--- src/rtl/cordic_sched_pkg.sv ---
// Shared definitions for the CORDIC trig request scheduler.
// Contents: FSM state enum, default parameter values, watchdog counter width.
package cordic_sched_pkg;

    localparam int unsigned N_REQ_DEF   = 4;
    localparam int unsigned ANGLE_W_DEF = 16;
    localparam int unsigned RES_W_DEF   = 32;
    localparam int unsigned TIMEOUT_DEF = 64;

    // Watchdog counter width; covers the largest allowed TIMEOUT (255).
    localparam int unsigned WD_W = 8;

    typedef enum logic [1:0] {
        IDLE  = 2'd0,
        ISSUE = 2'd1,
        WAIT  = 2'd2,
        RESP  = 2'd3
    } state_e;

endpackage

--- src/rtl/cordic_trig_scheduler_if.sv ---
// Bus bundle between requesters, the scheduler, the CORDIC engine and the
// response consumer.
// slave  : scheduler side (drives req_ready, eng_start/eng_angle, rsp_*).
// master : environment side (requesters, engine, consumer).
interface cordic_trig_scheduler_if
    import cordic_sched_pkg::*;
#(
    parameter int unsigned N_REQ   = N_REQ_DEF,
    parameter int unsigned ANGLE_W = ANGLE_W_DEF,
    parameter int unsigned RES_W   = RES_W_DEF
);
    localparam int unsigned ID_W = (N_REQ > 1) ? $clog2(N_REQ) : 1;

    logic [N_REQ-1:0]         req_valid;
    logic [N_REQ*ANGLE_W-1:0] req_angle;
    logic [N_REQ-1:0]         req_ready;

    logic                     eng_start;
    logic [ANGLE_W-1:0]       eng_angle;
    logic                     eng_ready;
    logic                     eng_done;
    logic [RES_W-1:0]         eng_cosine;
    logic [RES_W-1:0]         eng_sine;

    logic                     rsp_valid;
    logic                     rsp_ready;
    logic [ID_W-1:0]          rsp_id;
    logic [RES_W-1:0]         rsp_cosine;
    logic [RES_W-1:0]         rsp_sine;
    logic                     rsp_err;

    modport slave (
        input  req_valid, req_angle, eng_ready, eng_done, eng_cosine, eng_sine, rsp_ready,
        output req_ready, eng_start, eng_angle, rsp_valid, rsp_id, rsp_cosine, rsp_sine, rsp_err
    );

    modport master (
        output req_valid, req_angle, eng_ready, eng_done, eng_cosine, eng_sine, rsp_ready,
        input  req_ready, eng_start, eng_angle, rsp_valid, rsp_id, rsp_cosine, rsp_sine, rsp_err
    );

endinterface

--- src/rtl/cordic_rr_pick.sv ---
// Combinational round-robin picker.
// req         : pending request vector
// ptr         : index where the search starts
// grant_valid : some request is pending
// grant_idx   : first pending index at or after ptr, wrapping modulo N_REQ
module cordic_rr_pick #(
    parameter int unsigned N_REQ = 4,
    parameter int unsigned ID_W  = 2
) (
    input  logic [N_REQ-1:0] req,
    input  logic [ID_W-1:0]  ptr,
    output logic             grant_valid,
    output logic [ID_W-1:0]  grant_idx
);

    int unsigned    pos;
    logic [ID_W-1:0] idx;

    always_comb begin
        grant_valid = 1'b0;
        grant_idx   = '0;
        pos         = 0;
        idx         = '0;
        for (int unsigned off = 0; off < N_REQ; off++) begin
            // ptr < N_REQ, so one conditional subtract implements the wrap.
            pos = 32'(ptr) + off;
            if (pos >= N_REQ) begin
                pos = pos - N_REQ;
            end
            idx = ID_W'(pos);
            if (!grant_valid && req[idx]) begin
                grant_valid = 1'b1;
                grant_idx   = idx;
            end
        end
    end

endmodule

--- src/rtl/cordic_trig_scheduler.sv ---
// Shares one CORDIC trig engine among N_REQ requesters, one transaction at a
// time, with round-robin arbitration and a watchdog on the engine.
// clk  : single clock, rising edge
// rst  : synchronous active-high reset, highest priority
// bus  : requester / engine / response signals (slave side)
// busy : high whenever the FSM is not IDLE
module cordic_trig_scheduler
    import cordic_sched_pkg::*;
#(
    parameter int unsigned N_REQ   = N_REQ_DEF,
    parameter int unsigned ANGLE_W = ANGLE_W_DEF,
    parameter int unsigned RES_W   = RES_W_DEF,
    parameter int unsigned TIMEOUT = TIMEOUT_DEF
) (
    input  logic                    clk,
    input  logic                    rst,
    cordic_trig_scheduler_if.slave  bus,
    output logic                    busy
);

    localparam int unsigned ID_W = (N_REQ > 1) ? $clog2(N_REQ) : 1;

    localparam logic [1:0] ST_IDLE  = IDLE;
    localparam logic [1:0] ST_ISSUE = ISSUE;
    localparam logic [1:0] ST_WAIT  = WAIT;
    localparam logic [1:0] ST_RESP  = RESP;

    logic [1:0]         state;
    logic [1:0]         state_next;
    logic [ID_W-1:0]    ptr;
    logic [ID_W-1:0]    cur_id;
    logic [ID_W-1:0]    grant_idx;
    logic               grant_valid;
    logic [WD_W-1:0]    wd;
    logic               grant;
    logic               capture;
    logic               expire;
    logic [ANGLE_W-1:0] grant_angle;

    cordic_rr_pick #(
        .N_REQ (N_REQ),
        .ID_W  (ID_W)
    ) u_pick (
        .req         (bus.req_valid),
        .ptr         (ptr),
        .grant_valid (grant_valid),
        .grant_idx   (grant_idx)
    );

    // Angle slice of the requester currently selected by the picker.
    always_comb begin
        grant_angle = '0;
        for (int unsigned i = 0; i < N_REQ; i++) begin
            if (grant_idx == ID_W'(i)) begin
                grant_angle = bus.req_angle[i*ANGLE_W +: ANGLE_W];
            end
        end
    end

    // State register.
    always_ff @(posedge clk) begin
        if (rst) begin
            state <= ST_IDLE;
        end else begin
            state <= state_next;
        end
    end

    // Next state and combinational accept strobe; req_ready is masked by rst
    // so a requester never sees an accept that reset would discard.
    always_comb begin
        state_next    = state;
        grant         = 1'b0;
        capture       = 1'b0;
        expire        = 1'b0;
        bus.req_ready = '0;
        case (state)
            ST_IDLE: begin
                if (!rst && grant_valid && bus.eng_ready) begin
                    grant                    = 1'b1;
                    bus.req_ready[grant_idx] = 1'b1;
                    state_next               = ST_ISSUE;
                end
            end
            ST_ISSUE: state_next = ST_WAIT;
            ST_WAIT: begin
                // eng_done wins over a coincident watchdog expiry.
                if (bus.eng_done) begin
                    capture    = 1'b1;
                    state_next = ST_RESP;
                end else if (wd == WD_W'(TIMEOUT - 1)) begin
                    expire     = 1'b1;
                    state_next = ST_RESP;
                end
            end
            ST_RESP: begin
                if (bus.rsp_ready) begin
                    state_next = ST_IDLE;
                end
            end
            default: state_next = ST_IDLE;
        endcase
    end

    // Datapath: grant bookkeeping, watchdog, response capture.
    always_ff @(posedge clk) begin
        if (rst) begin
            ptr            <= '0;
            cur_id         <= '0;
            wd             <= '0;
            busy           <= 1'b0;
            bus.eng_start  <= 1'b0;
            bus.eng_angle  <= '0;
            bus.rsp_valid  <= 1'b0;
            bus.rsp_id     <= '0;
            bus.rsp_cosine <= '0;
            bus.rsp_sine   <= '0;
            bus.rsp_err    <= 1'b0;
        end else begin
            busy          <= (state_next != ST_IDLE);
            bus.eng_start <= grant;

            if (grant) begin
                ptr           <= (grant_idx == ID_W'(N_REQ - 1)) ? '0 : grant_idx + ID_W'(1);
                cur_id        <= grant_idx;
                bus.eng_angle <= grant_angle;
            end

            if (state == ST_ISSUE) begin
                wd <= '0;
            end else if (state == ST_WAIT) begin
                wd <= wd + WD_W'(1);
            end

            if (capture) begin
                bus.rsp_valid  <= 1'b1;
                bus.rsp_id     <= cur_id;
                bus.rsp_cosine <= bus.eng_cosine;
                bus.rsp_sine   <= bus.eng_sine;
                bus.rsp_err    <= 1'b0;
            end else if (expire) begin
                bus.rsp_valid  <= 1'b1;
                bus.rsp_id     <= cur_id;
                bus.rsp_cosine <= '0;
                bus.rsp_sine   <= '0;
                bus.rsp_err    <= 1'b1;
            end else if (state == ST_RESP && bus.rsp_ready) begin
                bus.rsp_valid  <= 1'b0;
            end
        end
    end

endmodule

--- src/flat_wrapper.sv ---
// flat-port wrapper written by rule: the top's interface ports become plain ports
module cordic_trig_scheduler_flat import cordic_sched_pkg::*;
#(
    parameter int unsigned N_REQ   = N_REQ_DEF,
    parameter int unsigned ANGLE_W = ANGLE_W_DEF,
    parameter int unsigned RES_W   = RES_W_DEF,
    parameter int unsigned TIMEOUT = TIMEOUT_DEF
)
  (clk, rst, busy, bus_req_valid, bus_req_angle, bus_eng_ready, bus_eng_done, bus_eng_cosine, bus_eng_sine, bus_rsp_ready, bus_req_ready, bus_eng_start, bus_eng_angle, bus_rsp_valid, bus_rsp_id, bus_rsp_cosine, bus_rsp_sine, bus_rsp_err);
  cordic_trig_scheduler_if #(.N_REQ(N_REQ), .ANGLE_W(ANGLE_W), .RES_W(RES_W)) bus_i ();
  input  logic clk;
  input  logic rst;
  output logic busy;
  input wire logic [$bits(bus_i.req_valid)-1:0] bus_req_valid;
  input wire logic [$bits(bus_i.req_angle)-1:0] bus_req_angle;
  input wire logic [$bits(bus_i.eng_ready)-1:0] bus_eng_ready;
  input wire logic [$bits(bus_i.eng_done)-1:0] bus_eng_done;
  input wire logic [$bits(bus_i.eng_cosine)-1:0] bus_eng_cosine;
  input wire logic [$bits(bus_i.eng_sine)-1:0] bus_eng_sine;
  input wire logic [$bits(bus_i.rsp_ready)-1:0] bus_rsp_ready;
  output wire logic [$bits(bus_i.req_ready)-1:0] bus_req_ready;
  output wire logic [$bits(bus_i.eng_start)-1:0] bus_eng_start;
  output wire logic [$bits(bus_i.eng_angle)-1:0] bus_eng_angle;
  output wire logic [$bits(bus_i.rsp_valid)-1:0] bus_rsp_valid;
  output wire logic [$bits(bus_i.rsp_id)-1:0] bus_rsp_id;
  output wire logic [$bits(bus_i.rsp_cosine)-1:0] bus_rsp_cosine;
  output wire logic [$bits(bus_i.rsp_sine)-1:0] bus_rsp_sine;
  output wire logic [$bits(bus_i.rsp_err)-1:0] bus_rsp_err;
  assign bus_i.req_valid = bus_req_valid;
  assign bus_i.req_angle = bus_req_angle;
  assign bus_i.eng_ready = bus_eng_ready;
  assign bus_i.eng_done = bus_eng_done;
  assign bus_i.eng_cosine = bus_eng_cosine;
  assign bus_i.eng_sine = bus_eng_sine;
  assign bus_i.rsp_ready = bus_rsp_ready;
  assign bus_req_ready = bus_i.req_ready;
  assign bus_eng_start = bus_i.eng_start;
  assign bus_eng_angle = bus_i.eng_angle;
  assign bus_rsp_valid = bus_i.rsp_valid;
  assign bus_rsp_id = bus_i.rsp_id;
  assign bus_rsp_cosine = bus_i.rsp_cosine;
  assign bus_rsp_sine = bus_i.rsp_sine;
  assign bus_rsp_err = bus_i.rsp_err;
  cordic_trig_scheduler #(.N_REQ(N_REQ), .ANGLE_W(ANGLE_W), .RES_W(RES_W), .TIMEOUT(TIMEOUT)) u_core (.clk(clk), .rst(rst), .bus(bus_i), .busy(busy));
endmodule
--- config.mk ---
export PLATFORM = sky130hd
export DESIGN_NAME = cordic_trig_scheduler_flat
export DESIGN_NICKNAME = d
export VERILOG_FILES = /design/src/rtl/cordic_sched_pkg.sv /design/src/rtl/cordic_trig_scheduler_if.sv /design/src/rtl/cordic_rr_pick.sv /design/src/rtl/cordic_trig_scheduler.sv /design/src/flat_wrapper.sv
export SDC_FILE = /design/constraint.sdc
export NUM_CORES = 1
export LEC_CHECK = 0
export BUFFER_PORTS_ARGS = -buffer_cell sky130_fd_sc_hd__buf_2
export CAP_MARGIN = 5
export CORE_ASPECT_RATIO = 1.2
export CORE_UTILIZATION = 30
export DETAILED_ROUTE_END_ITERATION = 8
export GPL_TIMING_DRIVEN = 0
export SYNTH_ARGS = -nofsm -noshare
export SYNTH_HDL_FRONTEND = slang
export SYNTH_SLANG_ARGS = --single-unit
export TNS_END_PERCENT = 10
--- constraint.sdc ---
create_clock -name clk -period 3.4 [get_ports clk]
set_input_delay 0.68 -clock clk [delete_from_list [all_inputs] [get_ports clk]]
set_output_delay 0.68 -clock clk [all_outputs]
set_load 0.01 [all_outputs]
Word-level counts from Yosys, hierarchy flattened
Index checks and enable logic that the tools add are counted.

Output and inout port bits: 90. Bits in latches: 0. Input port bits: 137. Flip-flop bits (word level): 100. Memories kept: 0. Logic and storage cells: 105. Memory bits (read-only): 0. Bits in writable memories: 0.

Bitwise gates (word level): 0. Shifts and indexed selects: 0. Reductions and logical operators: 18. $lt $le $gt $ge: 10. Add/sub/neg operators: 9. Divide/modulo/power cells: 0. Muxes and demuxes: 49. Eq/ne operators: 7. Multipliers: 0.

Operators with widths (number): $mux W32 (3); $mux W16 (4); $mux W2 (15); $mux W1 (19); $lt A2 B3 Y1 const B (5); $ge A3 B3 Y1 const B (3); $add A8 B1 Y8 const B (1); $bmux W1 S2 (4); $eq A2 B2 Y1 const B (4); $eq A8 B6 Y1 const B (1); $mux W4 (2); $pmux W2 S4 (1); $sub A2 B1 Y2 const B (4); $logic_and A1 B1 Y1 (7); $add A2 B2 Y3 const B (2); $eq A2 B1 Y1 const B (2); $logic_not A1 Y1 (4); $logic_not A2 Y1 (2); $reduce_bool A2 Y1 (2); $reduce_or A2 Y1 (2); $add A2 B1 Y3 const B (1); $ge A2 B3 Y1 const B (1); $reduce_bool A3 Y1 (1); $add A2 B1 Y2 const B (1); 2 further kinds (2).

Logic depth before layout (Yosys ltp)
Word-level depth: 20. Mapped depth: 11. Depth with buffers taken out: 9.

By module
Synthesis repeated with hierarchy kept, for this count alone.

Cells, all modules: 426. Area, all modules: 4142.7 um2.

Modules (own cells, without submodules): cordic_trig_scheduler (instances 1, seq. area each 2001.9 um2, area each 4065.1 um2, cells each 411); cordic_rr_pick (instances 1, seq. area each 0.0 um2, area each 77.6 um2, cells each 15).

Worst setup path before layout
No wires, ideal clock.

Path type: input to output. Start: input bus_req_valid[0]. End: output bus_req_ready[2]. Data arrival time: 2.274 ns. Stages on the path: 7. Path buffers: 2. Data required time: 2.720 ns. Slack: 0.446 ns. Path through: or4_4 -> and4_1 -> inv_1 -> ha_1 -> clkbuf_1 -> clkbuf_1 -> and2_1.

Word-level cells in the longest chain between the ends: 18. Elaborated cells between the ends (all ways): 31. Classes of those cells: order compare (2); mux (20); reduce/logical (9).

RTL lines: start, declared (line flat_wrapper.sv:14) `input wire logic [$bits(bus_i.req_valid)-1:0] bus_req_valid;`; $bmux W1 S2 (line cordic_rr_pick.sv:31) `if (!grant_valid && req[idx]) begin`; $mux W1 (implied by the code) (line cordic_rr_pick.sv:31); $mux W1 (line cordic_rr_pick.sv:31); $logic_not A1 Y1 (line cordic_rr_pick.sv:31); $logic_and A1 B1 Y1 (line cordic_rr_pick.sv:31); $mux W1 (line cordic_rr_pick.sv:31); $logic_not A1 Y1 (line cordic_rr_pick.sv:31); $logic_and A1 B1 Y1 (line cordic_rr_pick.sv:31); [... 3 more ...]; $mux W2 * (line cordic_rr_pick.sv:31); via u_core.grant_idx[0] (line cordic_trig_scheduler.sv:32) `logic [ID_W-1:0] grant_idx;`; $lt A2 B3 Y1 (implied by the code) or $ge A2 B1 Y1 (tied branches) (line cordic_trig_scheduler.sv:81) `bus.req_ready[grant_idx] = 1'b1;`; $logic_and A1 B1 Y1 (implied by the code) (line cordic_trig_scheduler.sv:81); $mux W1 (implied by the code) (line cordic_trig_scheduler.sv:81); $demux W1 S2 *; $mux W4 * (line cordic_trig_scheduler.sv:79) `if (!rst && grant_valid && bus.eng_ready) begin`; $mux W4 * (line cordic_trig_scheduler.sv:77) `case (state)`; end, declared (line flat_wrapper.sv:21) `output wire logic [$bits(bus_i.req_ready)-1:0] bus_req_ready;`.

The timed path passes the listed nets; every way through them passes the cells marked *. The select of a mux whose other input is x is not followed.

Final worst setup path
Ends and elaborated chain as after synthesis.

==> run_results.csv <==
group,metric,value,unit
sta,timing_hold_violations_final,0,
floorplanning,floorplan.die_area,14100,um^2
grt,grt_start_max_net_pins,19,
power,static-leakage-power,0.00279,uW
synth,seq_area_frac_synth,49.1,%
power,report.power.total,2710,uW
setup_path,timing.critical_path.buf_inv,5,
synth,synth.yosys.warnings,0,
grt,gr-total-overflow,0,
layout,finish.instance_area,5710,um^2
clock_network,worst_setup_hold_path_clk_slew,0.07,ns
setup_path,critPathMaxStageDelay,0.57,ns
grt,grt_antenna_before_repair,0,
synth,synthArstFlopShare,0,%
clock_network,cts_num_sinks,100,
floorplanning,core_area,13200,um^2
setup_path,cpLargestDelayFamily,"simple AND/OR/NAND/NOR gates",
clock_network,cts-hold-fix-buffers,0,
clock_network,cts_buffers,9,
routing,drt.antenna.violating_nets,0,
sta,fin_skew,0.0100,ns
routing,dr_total_vias,3894,
floorplanning,chipHeight,130,um
clock_network,cts_tree,"built",
setup_path,worstPathRequired,2.72,ns
sta,hold_ws,0.456,ns
setup_path,critical_path.startpoint_type,"primary input",
sta,worst_slew_pin_slew,0.715,ns
clock_network,cts_max_path_buffers,2,
routing,avgRoutedWirePerCell,15.6,um
synth,synth_edf_count,0,
placed_design,numPortBuffers,225,
min_path,worstHoldPathType,"flop to flop",
routing,drtPass1Iterations,4,
sta,finalSetupViolCount,0,
setup_path,crit_path_cell_chain,"buf_2 > or4_4 > and4_1 > inv_1 > ha_1 > clkbuf_1 > clkbuf_2 > and2_1 > buf_2",
run,maxCapViolations,0,
layout,finish.utilization,43.1,%
placed_design,dp_cells,780,
sta,grt_setup_unrepaired,"no",
sta,clock.fmax,306,MHz
setup_path,critPathArrivalTime,2.59,ns
routing,dr.first_iter.drc_count,151,
layout,antennaDiodeCount,0,
routing,drc,0,
clock_network,clkLatencyLatePin,0.34,ns
synth,post_synth_inst_count,387,
setup_path,setup.worst_path.class,"primary input to output port",
floorplanning,die_width,108,um
setup_path,crit_path_frequent_cell,"buf_2",
setup_path,crit_path_top_delay_cell,"or4_4",
layout,fill_cell_instance_count_of_the_final_layout,1277,
setup_path,worstPathMaxFanout,10,
layout,post_route_cells_drive_above_1_share,45.1,%
floorplanning,ios,227,
power,pwr_density_cell,475,nW/um^2
synth,synth.avg_cell_area,10.5,um^2
layout,finish.net_count,765,
synth,synth_cell_type_count,50,
routing,avgViaCountPerCell,4.89,
clock_network,postCtsSetupBuffers,0,
sta,final_min_period_over_clock_period,96.1,%
synth,yosys_register_bits,100,
grt,groute.usage.overall,17.2,%
clock_network,clock_tree_root_driver_cell,"clkbuf_16",
placed_design,detailedPlacementHpwl,9720,um
clock_network,htreeDepth,3,
synth,most_used_flip_flop_cell_after_synthesis,"dfxtp_1",
sta,max-slew-margin-rel,52.2,%
grt,global_route_wire_length_before_repair,18700,um
power,worst_ir_drop_vdd,237,uV
synth,synth.cell_area,4080,um^2
setup_path,worst_setup_path_end_kind,"output port",
sta,finalCriticalPeriod,3.27,ns
placed_design,place.gp.congestion,0.853,
floorplanning,rows,46,
run_status,outcome,"finished clean",
layout,syn_to_final_growth,40.1,%
synth,postSynthNetCount,529,
layout,layout.cells.non_filler,796,
placed_design,dpl_cell_area,5410,um^2
floorplanning,effective_utilization_at_floorplan,30.8,%
sta,slew_viol_final,0,
grt,vias_in_the_first_global_route,3893,
routing,route.final.wire_length,12400,um
[state kept, by name (all words and copies together) (netlist names)]
name,flops
u_core.bus.eng_angle,16
u_core.bus.eng_start,1
u_core.bus.rsp_cosine,32
u_core.bus.rsp_err,1
u_core.bus.rsp_id,2
u_core.bus.rsp_sine,32
u_core.bus.rsp_valid,1
u_core.busy,1
u_core.cur_id,2
u_core.ptr,2
u_core.state,2
u_core.wd,8
[power by group]
group | internal [uW] | leakage [uW] | total, uW | switching [uW]
sequential | 1220 | 0.000811 | 1240 | 23.3
combinational | 210 | 0.00184 | 462 | 252
clock | 531 | 0.000139 | 1010 | 478
[area by class of cell]
cell class / instances / area [um^2] / share of cell area [%]
clock inverters: 6 / 55.1 / 0.964
multi-input cells: 231 / 1780 / 31.1
flip-flops and latches: 100 / 2000 / 35.1
clock buffers: 10 / 239 / 4.19
inverters: 23 / 88.8 / 1.56
well taps: 168 / 210 / 3.68
plain buffers: 33 / 211 / 3.70
repair buffers: 225 / 1130 / 19.7
[worst register-to-register path: cells and delay by family, from the launching register on]
| family | cells | cell delay [ns] |
|---|---|---|
| compound gates | 3 | 0.92 |
| fa+ha+maj | 1 | 0.20 |
| buf+inv | 3 | 0.57 |
| flops | 1 | 0.37 |
| simple gates | 4 | 0.51 |
[through the flow]
step | setup slack (ns) | setup TNS, ns
floorplan | 0.446 | 0
global placement | 0.0131 | 0
detailed placement | -0.0309 | -0.0309
CTS | 0.0671 | 0
global route | 0.00841 | 0
finish | 0.133 | 0
[metal layers]
metal	wire length, um	track usage (%)
met5	0	0
met3	969	4.07
met4	163	5.56
met1	4970	18.3
met2	6330	32.8
[what timing repair did]
action	in CTS	in global routing
gates cloned	0	0
hold endpoints to repair	0	0
endpoints found under the setup margin	1	1
gates resized for setup	1	2
pin swaps	0	0
[synth_stat cells, drive strengths merged, types with 2 or more instances]
| library cell | n | area share (%) |
|---|---|---|
| a21oi | 25 | 3.1 |
| a221o | 16 | 3.9 |
| a221oi | 16 | 4.7 |
| a22o | 64 | 14 |
| a22oi | 2 | 0.37 |
| and2 | 4 | 0.61 |
| buf | 17 | 3.7 |
| clkbuf | 16 | 1.5 |
| dfxtp | 100 | 49 |
| ha | 5 | 1.5 |
| inv | 23 | 2.2 |
| mux2i | 3 | 0.74 |
| nand2 | 9 | 0.83 |
| nand2b | 2 | 0.31 |
| nand3 | 2 | 0.37 |
| nand3b | 2 | 0.37 |
| nand4 | 4 | 0.98 |
| nor2 | 29 | 2.7 |
| nor2b | 4 | 0.61 |
| nor3 | 12 | 2.3 |
| nor4 | 3 | 0.83 |
| o21ai | 9 | 1.1 |
| or3 | 2 | 0.31 |
| xnor2 | 4 | 0.86 |
[cell families after synthesis]
logic type      share of synthesized area [%]
simple gates                             11.1
fa+ha+maj                                1.54
mux                                      1.01
compound gates                           28.8
flops                                    49.1
buf+inv                                  7.31
xor+xnor                                 1.07
[layout by cell type, fill, tap and decap left out, types with 3 or more instances in the layout]
cell	netlist	routed
clkbuf_1	16	14
buf_2	5	230
a21oi_1	25	25
xnor2_1	4	4
mux2i_1	3	3
a22o_1	64	64
nand2_1	9	9
nor2_1	28	28
and2_1	4	4
a221o_1	16	16
buf_6	8	8
nor2b_1	4	4
nand4_1	3	3
ha_1	5	5
dfxtp_1	100	100
nor3_2	7	7
inv_1	22	22
a221oi_1	8	8
o21ai_0	7	7
nor3_1	5	5
a221oi_2	8	8
clkbuf_16	0	9
[path summary, 6_finish.rpt]
kind / startpoint / endpoint / slack (ns) / cells after the start
max: bus_req_valid[0] / bus_req_ready[2] / 0.13 / 9
min: u_core.bus.rsp_valid$_SDFFE_PP0P_ / u_core.bus.rsp_valid$_SDFFE_PP0P_ / 0.46 / 2
max reg2reg: u_core.ptr[0]$_SDFFE_PP0P_ / u_core.bus.eng_angle[0]$_SDFFE_PP0P_ / 0.71 / 11
min reg2reg: u_core.bus.rsp_valid$_SDFFE_PP0P_ / u_core.bus.rsp_valid$_SDFFE_PP0P_ / 0.46 / 2
(Power assumes the default switching activity.)
